**src/rtl/ycr_clk_gate_n.sv**
```systemverilog
`timescale 1ns/1ps
`default_nettype none
//------------------------------------------------------------------------------
// ycr_clk_gate_n : IRQ wake-up clock gate with settle hold, wake source and sleep timer
// Rev 1.0
//------------------------------------------------------------------------------
module ycr_clk_gate_n #(
  parameter int NIRQ  = 4,
  parameter int DLY_W = 4,
  parameter int CNT_W = 16
) (
  input  logic             clk_in,
  input  logic             reset_n,
  input  logic [1:0]       cfg_mode,
  input  logic [NIRQ-1:0]  cfg_irq_mask,
  input  logic [DLY_W-1:0] cfg_wake_dly,
  input  logic             dst_idle,
  input  logic [NIRQ-1:0]  irq,
  output logic             wakeup,
  output logic [NIRQ-1:0]  wake_src,
  output logic [CNT_W-1:0] sleep_cycles,
  output logic             clk_enb,
  output logic             clk_out
);

  localparam int SW = 1 + 2 + NIRQ + DLY_W;

  typedef enum logic [1:0] {
    IDLE      = 2'b00,
    SLEEP     = 2'b01,
    WAKE_HOLD = 2'b10
  } state_t;

  state_t           state, state_nx;
  logic [SW-1:0]    sync_a, sync_b;
  logic             idle_ss, idle_r, idle_pe, irq_hit;
  logic [1:0]       mode_ss;
  logic [NIRQ-1:0]  mask_ss;
  logic [DLY_W-1:0] dly_ss;
  logic [DLY_W-1:0] cnt, cnt_nx;
  logic             wakeup_nx;
  logic [NIRQ-1:0]  wake_src_nx;
  logic [CNT_W-1:0] sleep_nx;
  logic             gate_en;

  // Two-flop synchroniser for every asynchronous control bit
  always_ff @(posedge clk_in or negedge reset_n) begin
    if (!reset_n) begin
      sync_a <= '0;
      sync_b <= '0;
    end else begin
      sync_a <= {dst_idle, cfg_mode, cfg_irq_mask, cfg_wake_dly};
      sync_b <= sync_a;
    end
  end

  assign {idle_ss, mode_ss, mask_ss, dly_ss} = sync_b;
  assign idle_pe = idle_ss & ~idle_r;
  assign irq_hit = |(irq & mask_ss);

  always_ff @(posedge clk_in or negedge reset_n) begin
    if (!reset_n) begin
      state        <= IDLE;
      idle_r       <= 1'b0;
      cnt          <= '0;
      wakeup       <= 1'b0;
      wake_src     <= '0;
      sleep_cycles <= '0;
    end else begin
      state        <= state_nx;
      idle_r       <= idle_ss;
      cnt          <= cnt_nx;
      wakeup       <= wakeup_nx;
      wake_src     <= wake_src_nx;
      sleep_cycles <= sleep_nx;
    end
  end

  always_comb begin
    state_nx    = state;
    cnt_nx      = cnt;
    wakeup_nx   = 1'b0;
    wake_src_nx = wake_src;
    sleep_nx    = sleep_cycles;
    case (state)
      IDLE: begin
        cnt_nx = '0;
        if (mode_ss == 2'b01 && idle_pe && |mask_ss) begin
          state_nx = SLEEP;
          sleep_nx = '0;
        end
      end
      SLEEP: begin
        if (sleep_cycles != {CNT_W{1'b1}})
          sleep_nx = sleep_cycles + 1'b1;
        // Leaving the wake mode abandons the sleep without a wake event
        if (mode_ss != 2'b01) begin
          state_nx = IDLE;
        end else if (irq_hit) begin
          state_nx    = WAKE_HOLD;
          wakeup_nx   = 1'b1;
          wake_src_nx = irq & mask_ss;
          cnt_nx      = '0;
        end
      end
      WAKE_HOLD: begin
        if (mode_ss != 2'b01 || cnt == dly_ss)
          state_nx = IDLE;
        else
          cnt_nx = cnt + 1'b1;
      end
      default: state_nx = IDLE;
    endcase
  end

  always_comb begin
    case (mode_ss)
      2'b10:   clk_enb = 1'b0;
      2'b01:   clk_enb = (state == IDLE);
      default: clk_enb = 1'b1;
    endcase
  end

  // Enable captured while the clock is low, so clk_out never glitches
  always_ff @(negedge clk_in or negedge reset_n) begin
    if (!reset_n) gate_en <= 1'b1;
    else          gate_en <= clk_enb;
  end

  assign clk_out = clk_in & gate_en;

endmodule
`default_nettype wire
```
**config.mk**
```make
export PLATFORM = sky130hd
export DESIGN_NAME = ycr_clk_gate_n
export DESIGN_NICKNAME = d
export VERILOG_FILES = /design/src/rtl/ycr_clk_gate_n.sv
export SDC_FILE = /design/constraint.sdc
export NUM_CORES = 1
export LEC_CHECK = 0
export BUFFER_PORTS_ARGS = -buffer_cell sky130_fd_sc_hd__buf_2
export CAP_MARGIN = 20
export CORE_ASPECT_RATIO = 0.6
export CORE_MARGIN = 5
export CORE_UTILIZATION = 40
export CTS_CLUSTER_DIAMETER = 50
export DETAILED_ROUTE_END_ITERATION = 8
export GPL_TIMING_DRIVEN = 1
export PLACE_DENSITY = 0.61
export SYNTH_ARGS = -nofsm -noshare
export SYNTH_HDL_FRONTEND = slang
export SYNTH_SLANG_ARGS = --single-unit
```
**constraint.sdc**
```tcl
create_clock -name clk_in -period 5.1 [get_ports clk_in]
set_clock_uncertainty 0.05 [all_clocks]
set_input_delay 1.02 -clock clk_in [delete_from_list [all_inputs] [get_ports clk_in]]
set_output_delay 1.02 -clock clk_in [all_outputs]
set_load 0.02 [all_outputs]
```
# --- Word level (Yosys, flattened, before mapping) ---
# Index checks and enable logic that the tools add are counted.
totals:
  inputBits: 17
  wordCells: 58
  regBits: 51
op_classes:
  n_addsub: 2
  eq_ne: 14
  n_reduce_logical: 12
  bitwise_logic: 5
  n_mux: 16
op_table:
  columns: ["operator", "n"]
  rows:
  - ["16-bit 2-to-1 mux", 2]
  - ["16-bit case mux with 2 select lines", 1]
  - ["16-bit by 1-bit adder with 16-bit output, second input constant", 1]
  - ["16-bit inequality test, second input constant", 1]
  - ["4-bit 2-to-1 mux", 3]
  - ["2-bit inequality test, second input constant", 6]
  - ["4-bit case mux with 3 select lines", 1]
  - ["3-bit AND reduction", 3]
  - ["2-bit 2-to-1 mux", 4]
  - ["4-bit OR reduction", 2]
  - ["2-bit case mux with 3 select lines", 1]
  - ["4-bit by 1-bit adder with 4-bit output, second input constant", 1]
  - ["4-bit bitwise AND", 1]
  - ["2-bit by 1-bit equality test with 1-bit output, second input constant", 2]
  - ["2-bit equality test, second input constant", 2]
  - ["4-bit equality test", 1]
  - ["4-bit AND reduction", 1]
  - ["1-bit 2-to-1 mux", 3]
  - ["3-bit inequality test, second input constant", 1]
  - ["3-bit nonzero test", 1]
  - ["1-bit bitwise AND", 2]
  - ["1-bit logical AND", 2]
  - ["2-bit zero test", 1]
  - ["2-bit by 1-bit inequality test with 1-bit output, second input constant", 1]
  - ["other kinds (4)", 5]

# --- Longest topological paths before layout ---
# Gate-level depths: netlist of run 1.
depth:
  ltp_word: 6
  depth_mapped: 6

==> results of run 1 <==
## worst max-delay path, delay by kind of cell (launching register included)
kind	cells	cell delay (ns)
buf+inv	1	0.15
simple gates	1	0.10
flops	1	0.50
## sequential cells by signal, indices dropped and copies added (netlist names)
name / count
gate_en: 1
idle_r: 1
wakeup: 1
sleep_cycles: 16
wake_src: 4
state: 2
cnt: 4
sync_a: 11
sync_b: 11
## logic make-up (layout without fill, tap and decap cells)
kind of cell | after synthesis | after routing | synth area share (%)
compound gates | 47 | 47 | 14.6
xor+xnor | 6 | 6 | 2.46
fa+ha+maj | 2 | 2 | 1.17
buf+inv | 24 | 72 | 4.33
flops | 51 | 51 | 59.7
mux | 6 | 6 | 2.81
simple gates | 61 | 61 | 15.0
## metal layers
| metal | track usage (%) | vias up | wire length, um |
|---|---|---|---|
| met5 | 0 | - | 0 |
| met4 | 6.95 | 0 | 74 |
| met3 | 5.52 | 8 | 345 |
| met2 | 16.2 | 51 | 1610 |
| met1 | 21.3 | 747 | 2420 |
| li1 | - | 795 | - |
## through the flow
step	hold slack, ns	cell area, sq um
after floorplan	0.281	2140
after global placement	0.284	2410
after detailed placement	0.285	2410
after CTS	0.303	2560
after global routing	0.310	2570
final	0.299	2570
## where the power goes
part	leakage [nW]	internal, mW	switching [mW]	total, mW
clock network	0.0877	0.185	0.153	0.338
logic	0.444	0.0231	0.0435	0.0666
registers	0.640	0.424	0.0109	0.435
total	1.17	0.632	0.207	0.839
## worst paths after layout
path	endpoint	slack, ns
hold / removal	sync_b[5]	0.30
max in group asynchronous	gate_en	1.98
setup / recovery	clk_out	0.25
min in group asynchronous	sync_a[8]	0.69
setup reg to reg	gate_en	1.67
hold reg to reg	sync_b[5]	0.30
## layout make-up
| cell class | count | area (sq um) | area share [%] |
|---|---|---|---|
| tap | 66 | 82.6 | 3.22 |
| timing repair buffer | 42 | 220 | 8.58 |
| clock inverter | 2 | 10.0 | 0.390 |
| clock buffer | 11 | 144 | 5.60 |
| multi-input combinational | 122 | 769 | 30.0 |
| inverter | 17 | 63.8 | 2.49 |
| sequential | 51 | 1280 | 49.8 |
## layout by cell type, fill, tap and decap left out, types with 6 or more instances in the layout
cell type / n
dfrtp_1: 50
buf_2: 39
nand2_1: 20
inv_1: 18
a21oi_1: 11
nand3_1: 8
clkbuf_8: 8
o211ai_1: 7
nor2_1: 6
nor3_1: 6
nor4_1: 6
o21ai_0: 6
o21a_1: 6
mux2i_1: 6
==> run_results.csv, run 1 <==
group,metric,value,unit
outcome,status,"complete, no violations",
timing,fin_tns_setup,0,ns
layout,nFillCells,469,
floorplan,initial_core_util,41.7,%
critical_path,crit_start,"gate_en",
place,port_buffers,39,
place,dp_cells,299,
synthesis,synth_nets,216,
global_route,grt_max_degree,51,
pwr,power.density,327,mW/mm^2
critical_path,cp_slowest_cell,"dfstp_2",
worst_hold_path,worstHoldPathCells,0,
synthesis,synthesis.instances,197,
pwr,ir_drop,210,uV
drt,wl,4440,um
critical_path,cp-end-kind,"primary output",
layout,fin_util,50.0,%
synthesis,synth_top_area_share,58.5,%
floorplan,dieArea,0.00696,sq mm
global_route,grt_pass1_vias,1436,
worst_hold_path,min-delay-start,"sync_a[5]",
global_route,antenna_found_initial,0,
timing,setup_viol,0,
global_route,grt_pass1_wl,7350,um
place,dp_hpwl,3200,um
clocking,cts_setup_buffers,0,
synthesis,synth.area.top_cells,"dfrtp_1 58%, nand2_1 3.5%, inv_1 3.2%, mux2i_1 2.8%, a21oi_1 2.6%",
drt,routed_via_density,5.15,
critical_path,reg2reg_from,"state[0]",
global_route,grt.total_usage,14.0,%
synthesis,synth_common_cells,"50 x dfrtp_1, 20 x nand2_1, 18 x inv_1",
layout,drive_gt1_share,23.3,%
synthesis,synth_area_leader_cell,"dfrtp_1",
synthesis,synth_edf_count,0,
drt,firstDrtPassIters,4,
floorplan,core.rowCount,20,
critical_path,path_cells,"and2_1, buf_2",
global_route,gr-total-overflow,0,
synthesis,async_reset_ff_share,100,%
critical_path,arrival,3.78,ns
clocking,tritoncts,"done",
synthesis,ys_ff_latch,51,
worst_hold_path,hp-class,"reg -> reg",
critical_path,required,4.03,ns
critical_path,cp_max_fo,1,
pwr,power_leakage,1.17,nW
timing,worst_pin_slew,0.653,ns
clocking,cts.clk_slew.worst_paths,0.09,ns
drt,postRouteAntennaNets,0,
timing,setup_ws,0.255,ns
critical_path,path_class,"reg -> out",
synthesis,yosysMostFrequentCell,"dfrtp_1",
layout,syn_to_final_growth,20.0,%
critical_path,worst-r2r-cell-count,3,
synthesis,syn_area_per_cell,10.9,sq um
synthesis,ys_types,38,
synthesis,yosysWarnings,0,
synthesis,ys_seq_area_share,59.7,%
timing,drv_slew,0,
floorplan,pin_count,40,
clocking,clk_latency,0.42,ns
synthesis,syn_area,0.00214,sq mm
place,post-place-ws,0.749,ns
timing,rsz0062_at_grt,"no",
timing,finalHoldViolCount,0,
drt,wl_per_cell,14.3,um
floorplan,core,0.00513,sq mm
place,gp_congestion,0.812,
timing,max_slew_margin,56.3,%
drt,num_vias,1601,
layout,diodes,0,
run,drv_cap,0,
critical_path,crit_path_max_incr_delay,0.50,ns
clocking,cts_resized,0,
synthesis,synthFlopType,"dfrtp_1",
clocking,hold_buffers,0,
drt,route.detailed.drc,0,
pwr,finalPower,0.839,mW
layout,final_cells,311,
critical_path,cp-start-kind,"flip-flop",
floorplan,dieWidth,104,um
layout,nNetsFinal,263,
drt,drt_iter0_drc,76,
floorplan,die_h,66.7,um
(Power assumes the default switching activity.)
==> inputs of run 2 (changes only) <==
--- a/config.mk
+++ b/config.mk
@@ -8,7 +8,6 @@
 export BUFFER_PORTS_ARGS = -buffer_cell sky130_fd_sc_hd__buf_2
 export CAP_MARGIN = 20
 export CORE_ASPECT_RATIO = 0.6
-export CORE_MARGIN = 5
 export CORE_UTILIZATION = 40
 export CTS_CLUSTER_DIAMETER = 50
 export DETAILED_ROUTE_END_ITERATION = 8
==> run 2 against run 1 <==
Net effect: hold slack improved by 0.0048 ns; utilization down 0.27 points; clock power shrank 8.3%; first-iteration DRC count up 67%; total power shrank 3.5%; sequential power hardly changed; die area down 19%.
==> run_results.csv, run 2 (synthesized netlist as in run 1, its figures left out) <==
group,metric,value,unit
layout,largest_register_ffs,16,
pwr,internal_power,0.601,mW
clocking,cts_resized,0,
drt,drt_iter0_drc,127,
layout,final_common_cell,"dfrtp_1",
place,gp_congestion,0.864,
outcome,status,"complete, no violations",
timing,worst_pin_slew,0.902,ns
timing,finalHoldViolCount,0,
pwr,p_sw,0.209,mW
pwr,power.density,319,mW/mm^2
floorplan,die_h,58.7,um
floorplan,initial_core_util,41.9,%
floorplan,dieWidth,96.4,um
clocking,hold_buffers,0,
layout,diodes,0,
global_route,grt.total_usage,18.5,%
global_route,gr-total-overflow,0,
layout,drive_gt1_share,23.0,%
drt,postRouteAntennaNets,0,
critical_path,worst-r2r-setup-slack,1.67,ns
floorplan,core,0.00510,sq mm
timing,max_slew_margin,39.1,%
critical_path,arrival,3.84,ns
floorplan,pin_count,40,
global_route,grt_max_degree,51,
place,dp_hpwl,3260,um
worst_hold_path,hp-class,"reg -> reg",
pwr,ir_drop,129,uV
clocking,tritoncts,"done",
critical_path,reg2reg_to,"gate_en",
timing,setup_viol,0,
pwr,swShare,25.8,%
worst_hold_path,min-delay-start,"sync_a[1]",
critical_path,reg2reg_from,"state[1]",
layout,final_cell_mix,"50 x dfrtp_1, 39 x buf_2, 20 x nand2_1, 18 x inv_1, 11 x a21oi_1",
run,drv_cap,0,
drt,wl_per_cell,14.8,um
critical_path,path_class,"reg -> out",
global_route,antenna_found_initial,0,
critical_path,worst-r2r-cell-count,3,
timing,fin_tns_setup,0,ns
drt,num_vias,1583,
timing,rsz0062_at_grt,"no",
timing,drv_slew,0,
layout,syn_to_final_growth,18.8,%
pwr,power_frac_seq,53.7,%
worst_hold_path,min_to,"sync_b[1]",
floorplan,core.rowCount,20,
floorplan,dieArea,0.00566,sq mm
pwr,p_clk_share,38.3,%
layout,top_regs,"sleep_cycles x16, sync_a x11, sync_b x11",
critical_path,required,4.03,ns
drt,wl,4600,um
layout,nNetsFinal,262,
critical_path,cp-start-kind,"flip-flop",
layout,regMostFlops,"sleep_cycles",
worst_hold_path,worstHoldPathCells,0,
drt,routed_via_density,5.11,
drt,route.detailed.drc,0,
critical_path,cp_max_fo,1,
clocking,clk_latency,0.40,ns
drt,firstDrtPassIters,4,
pwr,comb_power_share,8.0,%
pwr,power_leakage,1.16,nW
global_route,grt_pass1_wl,7510,um
global_route,grt_pass1_vias,1437,
pwr,finalPower,0.810,mW
clocking,cts.clk_slew.worst_paths,0.09,ns
clocking,cts_setup_buffers,0,
critical_path,cp-end-kind,"primary output",
layout,fin_util,49.8,%
place,port_buffers,39,
==> run 2: changes by cell type in the layout (fill, tap and decap cells not counted), sizes merged <==
cell      change
clkbuf        -1
clkinv        +1
clkinvlp      +1
buf           -1
inv           -1
==> run 2: final cells by class <==
type / count / area, sq um
Multi-Input combinational cell: 122 / 769
Tap cell: 66 / 82.6
Fill cell: 499 / 2560
Clock inverter: 3 / 16.3
Inverter: 17 / 63.8
Timing Repair Buffer: 41 / 213
Sequential cell: 51 / 1280
Clock buffer: 10 / 119
==> run 2: how the worst max path moves through the flow <==
stage / start / to / slack [ns] / cells after the start
after detailed placement: gate_en / clk_out / 0.75 / 2
after global routing: gate_en / clk_out / 0.14 / 2
after floorplan: gate_en / clk_out / 0.78 / 1
after CTS: gate_en / clk_out / 0.16 / 2
final: gate_en / clk_out / 0.19 / 2
after global placement: gate_en / clk_out / 0.75 / 2
==> run 2: routing by layer <==
| layer | share of wire, % | routed length [um] | GRT usage, % |
|---|---|---|---|
| met5 | 0 | 0 | 0 |
| met4 | 1.2 | 53 | 8.82 |
| met3 | 3.8 | 173 | 4.65 |
| met2 | 37 | 1700 | 21.1 |
| met1 | 58 | 2680 | 30.9 |
==> run 2: power by group through the flow <==
| stage | Clock [mW] | Combinational (mW) | Sequential, mW |
|---|---|---|---|
| final | 0.310 | 0.0648 | 0.435 |
| after global routing | 0.341 | 0.0724 | 0.437 |
| after CTS | 0.320 | 0.0659 | 0.435 |
| after detailed placement | 0.0204 | 0.0654 | 0.443 |
| after global placement | 0.0204 | 0.0645 | 0.443 |
| after floorplan | 0.0154 | 0.0223 | 0.453 |
==> run 2: critical path, cell delays in order (launching register included) <==
cell and delay [ns]:
dfstp_2 0.51, and2_1 0.13, buf_2 0.16
==> run 2: through the flow <==
stage	hold WS [ns]	std cells	setup slack, ns	cell area (sq um)
2_1_floorplan	0.281	197	0.775	2140
3_3_place_gp	0.283	298	0.749	2410
3_5_place_dp	0.286	299	0.746	2410
4_1_cts	0.307	310	0.163	2540
5_1_grt	0.310	310	0.138	2540
6_report	0.304	310	0.194	2540
==> inputs of run 3 (changes only) <==
--- a/config.mk
+++ b/config.mk
@@ -8,11 +8,11 @@
 export BUFFER_PORTS_ARGS = -buffer_cell sky130_fd_sc_hd__buf_2
 export CAP_MARGIN = 20
 export CORE_ASPECT_RATIO = 0.6
-export CORE_UTILIZATION = 40
+export CORE_UTILIZATION = 30
 export CTS_CLUSTER_DIAMETER = 50
 export DETAILED_ROUTE_END_ITERATION = 8
 export GPL_TIMING_DRIVEN = 1
-export PLACE_DENSITY = 0.61
+export PLACE_DENSITY = 0.48
 export SYNTH_ARGS = -nofsm -noshare
 export SYNTH_HDL_FRONTEND = slang
 export SYNTH_SLANG_ARGS = --single-unit
==> constraint.sdc (replaced) <==
create_clock -name clk_in -period 5.1 [get_ports clk_in]
set_clock_uncertainty 0.05 [all_clocks]
set_input_delay 1.02 -clock clk_in [delete_from_list [all_inputs] [get_ports clk_in]]
set_output_delay 1.02 -clock clk_in [all_outputs]
set_load 0.005 [all_outputs]
==> run 3 against run 2 <==
Net effect: the run now ends with design-rule violations left; utilization down 11 points; sequential power about the same; non-clock buffer count unchanged; global-route usage down 3.6 points; flip-flop and latch count unchanged; register-to-register slack better by 0.02 ns; first-iteration DRC count up 25%; critical path depth unchanged; highest routed layer unchanged; clock power up 46%; total power up 16%; die area up 32%; final area up 4.6%.
==> run_results.csv, run 3 (synthesized netlist as in run 1, its figures left out) <==
group,metric,value,unit
outcome,status,"finished, violations left",
outcome,violations,"design-rule violations",
layout,final_cell_mix,"50 x dfrtp_1, 39 x buf_2, 20 x nand2_1, 18 x inv_1, 11 x a21oi_1",
place,port_buffers,39,
floorplan,core.rowCount,23,
place,dp_cells,320,
global_route,grtUsageMet2,18.2,%
timing,setup_viol,0,
layout,seq_area,0.00128,sq mm
floorplan,pin_count,40,
critical_path,worstPathBufferInverterCount,1,
drt,routed_via_density,4.78,
global_route,grt.total_usage,14.8,%
global_route,globalRoute.busiestLayer,"met1",
timing,rsz0062_at_grt,"no",
floorplan,die_h,67.4,um
layout,drive_gt1_share,23.0,%
clocking,cts_setup_buffers,0,
floorplan,dieArea,0.00748,sq mm
critical_path,worst-r2r-setup-slack,1.69,ns
layout,final_common_cell,"dfrtp_1",
critical_path,cp-end-kind,"primary output",
layout,final_cells,331,
timing,finalHoldViolCount,0,
pwr,ir_drop,137,uV
critical_path,reg2reg_from,"state[1]",
critical_path,worst-r2r-cell-count,3,
critical_path,crit_path_max_incr_delay,0.50,ns
layout,largest_register_ffs,16,
layout,multi_input_area,769,sq um
pwr,finalPower,0.940,mW
global_route,gr-total-overflow,0,
drt,firstDrtPassIters,6,
place,gp_congestion,0.823,
pwr,power.density,354,mW/mm^2
drt,num_vias,1581,
layout,final_area,0.00266,sq mm
drt,wl,4830,um
place,post-place-ws,0.793,ns
critical_path,critPathCapture,"clk_out",
timing,worst_pin_slew,0.944,ns
layout,regMostFlops,"sleep_cycles",
critical_path,arrival,3.73,ns
global_route,grt_max_degree,51,
timing,max_slew_margin,36.2,%
critical_path,crit_start,"gate_en",
clocking,cts_resized,0,
run,drv_cap,0,
global_route,grt_pass1_vias,1545,
drt,wl_per_cell,14.6,um
critical_path,path_delay_family,"flip-flops",
layout,nNetsFinal,262,
layout,diodes,0,
floorplan,initial_core_util,31.5,%
timing,fin_tns_setup,0,ns
drt,postRouteAntennaNets,0,
layout,nFillCells,670,
place,dp_hpwl,3430,um
critical_path,path_class,"reg -> out",
timing,setup_ws,0.297,ns
layout,top_regs,"sleep_cycles x16, sync_a x11, sync_b x11",
critical_path,cp_max_fo,1,
global_route,met3_usage,4.67,%
critical_path,cp_num_cells,2,
floorplan,dieWidth,111,um
drt,route.detailed.drc,2,
global_route,grt_pass1_wl,8070,um
worst_hold_path,hp-class,"reg -> reg",
critical_path,required,4.03,ns
timing,drv_slew,0,
critical_path,cp-start-kind,"flip-flop",
critical_path,reg2reg_to,"gate_en",
global_route,antenna_found_initial,0,
critical_path,path_cells,"and2_1, buf_2",
clocking,hold_buffers,0,
layout,syn_to_final_growth,24.2,%
clocking,tritoncts,"done",
place,post_dp_cell_area,0.00244,sq mm
drt,drt_iter0_drc,159,
pwr,power_leakage,1.20,nW
clocking,clk_latency,0.40,ns
critical_path,cp_slowest_cell,"dfstp_2",
global_route,met1_usage,22.0,%
clocking,cts.clk_slew.worst_paths,0.07,ns
floorplan,core,0.00679,sq mm
-- run 3: cell types whose count changed in the layout (fill, tap and decap cells not counted) --
cell       change
clkbuf_16      +8
clkbuf_8       -8
-- run 3: metal layers --
metal | wire length, um | up-vias
met2 | 1870 | 46
met1 | 2660 | 730
li1 | - | 798
met3 | 232 | 7
met5 | 0 | -
met4 | 74 | 0
-- run 3: per-stage QoR --
step	util (%)	hold slack [ns]
after global placement	35.8	0.284
final	39.1	0.299
after floorplan	-	0.281
after detailed placement	35.9	0.285
after global routing	39.1	0.304
after CTS	39.1	0.300
-- run 3: cell type report --
type / instances / area share [%]
Timing Repair Buffer: 41 / 8.00
Sequential cell: 51 / 48.1
Clock buffer: 10 / 7.86
Clock inverter: 3 / 0.612
Tap cell: 87 / 4.10
Multi-Input combinational cell: 122 / 29.0
Inverter: 17 / 2.40
-- run 3: power breakdown --
group          internal (mW)  leakage [nW]  switching (mW)
sequential             0.424         0.640          0.0108
combinational         0.0223         0.440          0.0314
clock                  0.289         0.116           0.163
-- run 3: worst min-delay path by stage --
| stage | start | end | slack (ns) | cells after the start |
|---|---|---|---|---|
| finish | sync_a[3] | sync_b[3] | 0.30 | 0 |
| detailed placement | sync_a[3] | sync_b[3] | 0.28 | 0 |
| global placement | sync_a[1] | sync_b[1] | 0.28 | 0 |
| global route | sync_a[7] | sync_b[7] | 0.30 | 0 |
| CTS | sync_a[3] | sync_b[3] | 0.30 | 0 |
| floorplan | sync_a[0] | sync_b[0] | 0.28 | 0 |
-- run 3: worst register-to-register path: cells and delay by family, from the launching register on --
kind,cells,cell delay (ns)
and+or+nand+nor,2,0.20
DFF,1,0.45
AOI/OAI and AO/OA,1,0.15
